`config.mk`:
```
export PLATFORM = sky130hd
export DESIGN_NAME = bus_port_fifo
export DESIGN_NICKNAME = d
export VERILOG_FILES = /design/src/rtl/bus_port_pkg.sv /design/src/rtl/sync_fifo_fwft.sv /design/src/rtl/bus_port_fifo.sv
export SDC_FILE = /design/constraint.sdc
export NUM_CORES = 1
export LEC_CHECK = 0
export ABC_AREA = 1
export CAP_MARGIN = 0
export CORE_MARGIN = 2
export CORE_UTILIZATION = 60
export DETAILED_ROUTE_END_ITERATION = 10
export PLACE_DENSITY_LB_ADDON = 0.25
export SLEW_MARGIN = 10
export SYNTH_ARGS = -nofsm -noshare
export SYNTH_HDL_FRONTEND = slang
export SYNTH_HIERARCHICAL = 1
export SYNTH_SLANG_ARGS = --single-unit
```
`constraint.sdc`:
```
create_clock -name clk -period 6.19 [get_ports clk]
set_input_delay 1.238 -clock clk [delete_from_list [all_inputs] [get_ports clk]]
set_output_delay 1.238 -clock clk [all_outputs]
set_load 0.05 [all_outputs]
```
`src/rtl/bus_port_pkg.sv`:
```
// Shared defaults and width helper for the per-device bus port FIFOs.
package bus_port_pkg;

    localparam int DEF_PCKG_SZ = 16;
    localparam int DEF_DEPTH   = 8;
    localparam int OVF_W       = 8;

    // Occupancy needs one extra code so that "full" (count == depth) fits.
    function automatic int cnt_w(input int depth);
        return $clog2(depth + 1);
    endfunction

endpackage

```
`src/rtl/sync_fifo_fwft.sv`:
```
// First-word fall-through synchronous FIFO with occupancy and saturating drop counter.
// Head is read combinationally from the array; a read and a write when full both succeed.
module sync_fifo_fwft
    import bus_port_pkg::*;
#(
    parameter int width = DEF_PCKG_SZ,
    parameter int depth = DEF_DEPTH
) (
    input  logic                        clk,
    input  logic                        reset,
    input  logic                        wr_en,
    input  logic [width-1:0]            din,
    input  logic                        rd_en,
    output logic [width-1:0]            dout,
    output logic                        full,
    output logic                        empty,
    output logic [cnt_w(depth)-1:0]     count,
    output logic [OVF_W-1:0]            ovf_cnt
);

    localparam int PW = $clog2(depth);
    localparam int CW = cnt_w(depth);

    logic [width-1:0] mem [depth];
    logic [PW-1:0]    wr_ptr;
    logic [PW-1:0]    rd_ptr;
    logic             do_rd;
    logic             do_wr;
    logic             drop;

    assign full  = (count == CW'(depth));
    assign empty = (count == '0);

    // A pop on a full FIFO frees the slot the same edge, so the write is accepted too.
    assign do_rd = rd_en && !empty;
    assign do_wr = wr_en && (!full || do_rd);
    assign drop  = wr_en && !do_wr;

    assign dout = mem[rd_ptr];

    always_ff @(posedge clk) begin
        if (do_wr) begin
            mem[wr_ptr] <= din;
        end
    end

    always_ff @(posedge clk or posedge reset) begin
        if (reset) begin
            wr_ptr  <= '0;
            rd_ptr  <= '0;
            count   <= '0;
            ovf_cnt <= '0;
        end else begin
            if (do_wr) begin
                wr_ptr <= wr_ptr + PW'(1);
            end
            if (do_rd) begin
                rd_ptr <= rd_ptr + PW'(1);
            end
            case ({do_wr, do_rd})
                2'b10:   count <= count + CW'(1);
                2'b01:   count <= count - CW'(1);
                default: count <= count;
            endcase
            if (drop && (ovf_cnt != {OVF_W{1'b1}})) begin
                ovf_cnt <= ovf_cnt + OVF_W'(1);
            end
        end
    end

endmodule

```
`src/rtl/bus_port_fifo.sv`:
```
// Device-side port to one bus arbiter port: TX FIFO feeds pndng/D_pop, RX FIFO absorbs push/D_push.
// Heads read as zero whenever the corresponding FIFO is empty.
module bus_port_fifo
    import bus_port_pkg::*;
#(
    parameter int pckg_sz = DEF_PCKG_SZ,
    parameter int depth   = DEF_DEPTH
) (
    input  logic                        clk,
    input  logic                        reset,
    input  logic                        dev_wr_en,
    input  logic [pckg_sz-1:0]          dev_wr_data,
    output logic                        dev_wr_full,
    input  logic                        dev_rd_en,
    output logic [pckg_sz-1:0]          dev_rd_data,
    output logic                        dev_rd_empty,
    output logic                        pndng,
    output logic [pckg_sz-1:0]          D_pop,
    input  logic                        pop,
    input  logic                        push,
    input  logic [pckg_sz-1:0]          D_push,
    output logic [cnt_w(depth)-1:0]     tx_count,
    output logic [cnt_w(depth)-1:0]     rx_count,
    output logic [OVF_W-1:0]            tx_ovf_cnt,
    output logic [OVF_W-1:0]            rx_ovf_cnt
);

    logic [pckg_sz-1:0] tx_dout;
    logic [pckg_sz-1:0] rx_dout;
    logic               tx_empty;
    logic               rx_full;

    sync_fifo_fwft #(.width(pckg_sz), .depth(depth)) u_tx (
        .clk     (clk),
        .reset   (reset),
        .wr_en   (dev_wr_en),
        .din     (dev_wr_data),
        .rd_en   (pop),
        .dout    (tx_dout),
        .full    (dev_wr_full),
        .empty   (tx_empty),
        .count   (tx_count),
        .ovf_cnt (tx_ovf_cnt)
    );

    sync_fifo_fwft #(.width(pckg_sz), .depth(depth)) u_rx (
        .clk     (clk),
        .reset   (reset),
        .wr_en   (push),
        .din     (D_push),
        .rd_en   (dev_rd_en),
        .dout    (rx_dout),
        .full    (rx_full),
        .empty   (dev_rd_empty),
        .count   (rx_count),
        .ovf_cnt (rx_ovf_cnt)
    );

    // Stale array contents must never leak onto the bus or to the device.
    assign pndng       = !tx_empty;
    assign D_pop       = tx_empty ? '0 : tx_dout;
    assign dev_rd_data = dev_rd_empty ? '0 : rx_dout;

endmodule

```
==> flow_summary.ini <==
[sta]
setup_viol = 0
worst_slew_pin_slew_ns = 1.10
fmax_ghz = 0.209
tns_ns = 0
skew_ns = 0.00735
timing.hold.ws_ns = 0.544
timing.final.crit_period_ns = 4.78
drv_slew = 0
hold_viol = 0
fin_crit_sh_pct = 77.2
rsz0062_at_grt = no
slew_headroom_pct = 26.7

[clock_network]
cts_max_level = 1
cts_root_buffer = clkbuf_16
cts_tree = yes
cts_inserted_buffers = 29
postCtsResizedCells = 0
cts_hold_buffers = 0
clock_latency_ns = 0.53
clock_path_buffers = 3
postCtsSetupRepairBufs = 0
path_clk_slew_ns = 0.06
clock_sink_count = 292

[routing]
vias = 7871
drtIter0Drc = 525
drtPass1Iterations = 5
detail-route-antenna-nets = 0
drc_errors = 0
wirelength_um = 24600
vias_per_cell = 5.48
routedWlPerCell_um = 17.1

[worst_setup_path]
worstSetupEndpoint = D_pop[2]
crit_fanout = 36
cp.arrival_ns = 3.54
worst_ep_required_time_ns = 4.95
critPathLaunchType = flip-flop
endpoint_kind = output pin
critical_path.startpoint = u_tx/rd_ptr[1]$_DFFE_PP0P_
crit_type = flip-flop to output pin
reg2reg_to = u_rx/count[3]$_DFFE_PP0P_
r2r_setup_slack_ns = 4.17
reg2reg_from = u_rx/count[0]$_DFFE_PP0P_
r2r_cells = 11

[place]
place_congestion = 0.811
dpl.cell_count = 1383
io_buffers = 96
hpwl_um = 14100

[floorplan]
start_util_pct = 61.0
fp-row-count = 52
die_h_um = 147
die_w_um = 147
core-area_mm2 = 0.0202
io_pins = 97
die_area_mm2 = 0.0217

[run_status]
outcome = complete, no violations

[cells_and_area]
syn_to_final_growth_pct = 17.2
multi_input_area_mm2 = 0.00318
layout_common_cells = edfxtp_1, nor2_1, nand2_1, clkdlybuf4s50_1, o21ai_0
ff_latch_area_mm2 = 0.00859
fillers = 1404
drive_gt1_share_pct = 7.89
instances_no_fill = 1437
layout.nets = 1194
final_common_cell = edfxtp_1

[power_and_ir_drop]
clkPwrFrac_pct = 22.7
pwr-share-seq_pct = 35.3
p_leak_nw = 5.54
max-vdd-ir-drop_mv = 0.480
power.internal_mw = 4.54
p_total_mw = 7.68
powerDensity_mw_per_mm2 = 531
switching_share_pct = 40.9
p_switching_mw = 3.14
share_comb_of_total_power_pct = 42.1

[grt]
grt.total_usage_pct = 22.9
grt_overflow = 0
antenna_found_initial = 1
grt_max_degree = 66
grt_first_pass_wirelength_um = 39300
grt_pass1_vias = 7665

[run]
drv_cap = 0

[synthesis]
synthCells = 1047
synth_nets = 1097
syn_avg_cell_area_um2 = 11.8
yosys_warnings = 6
syn_area_mm2 = 0.0123

[hold_path]
hp-class = flip-flop to flip-flop
[flip-flops by register name (all words and copies together), names as in the netlist]
| name | flops |
|---|---|
| u_rx/ovf_cnt | 8 |
| u_tx/count | 4 |
| u_tx/wr_ptr | 3 |
| u_rx/rd_ptr | 3 |
| u_rx/mem | 128 |
| u_rx/count | 4 |
| u_rx/wr_ptr | 3 |
| u_tx/rd_ptr | 3 |
| u_tx/mem | 128 |
| u_tx/ovf_cnt | 8 |
[power groups by stage]
stage               registers, mW  clock network [mW]  logic [mW]
detailed placement           2.74                   0        3.22
CTS                          2.70                1.77        3.25
finish                       2.71                1.74        3.23
global route                 2.75                1.85        3.51
global placement             2.73                   0        3.16
floorplan                    2.74                   0        2.30
[area by class of cell]
type	count	area share, %
diodes	1	0.0173
repair buffers	116	7.69
inverters	72	1.87
clock buffers	32	5.24
well taps	270	2.34
clock inverters	21	1.42
flip-flops and latches	292	59.4
multi-input cells	633	22.0
[stage by stage]
stage          cell area [um^2]  setup WS, ns  util [%]
2_1_floorplan             12300          2.80         -
3_3_place_gp              13500          2.12      66.7
3_5_place_dp              13500          2.03      66.7
4_1_cts                   14500          1.45      71.4
5_1_grt                   14500          1.21      71.4
6_report                  14500          1.41      71.4
[metal layers]
layer / part of all wire (%) / track usage, %
met4: 1.9 / 5.58
met5: 0 / 0
met1: 42 / 30.4
met2: 51 / 40.6
met3: 4.5 / 2.99
[worst min path at each step]
stage	from	to	slack (ns)	cells after the start
detailed placement	u_tx/wr_ptr[0]$_DFFE_PP0P_	u_tx/wr_ptr[0]$_DFFE_PP0P_	0.53	2
finish	u_tx/wr_ptr[0]$_DFFE_PP0P_	u_tx/wr_ptr[0]$_DFFE_PP0P_	0.54	2
CTS	u_tx/wr_ptr[0]$_DFFE_PP0P_	u_tx/wr_ptr[0]$_DFFE_PP0P_	0.55	2
global route	u_tx/ovf_cnt[0]$_DFFE_PP0P_	u_tx/ovf_cnt[0]$_DFFE_PP0P_	0.58	1
floorplan	u_tx/wr_ptr[0]$_DFFE_PP0P_	u_tx/wr_ptr[0]$_DFFE_PP0P_	0.49	2
global placement	u_tx/wr_ptr[0]$_DFFE_PP0P_	u_tx/wr_ptr[0]$_DFFE_PP0P_	0.51	2
[worst max-delay path, stage by stage, from the launching register on]
cell and delay [ns]:
dfrtp_1 1.07, buf_4 0.44, o21ai_0 0.14, o21ai_0 0.20, nand2_1 0.08, nand2_1 0.10
inv_1 0.06, nor2_1 0.08, clkdlybuf4s50_1 0.82
Note: power is estimated with default switching activity, not from simulation.
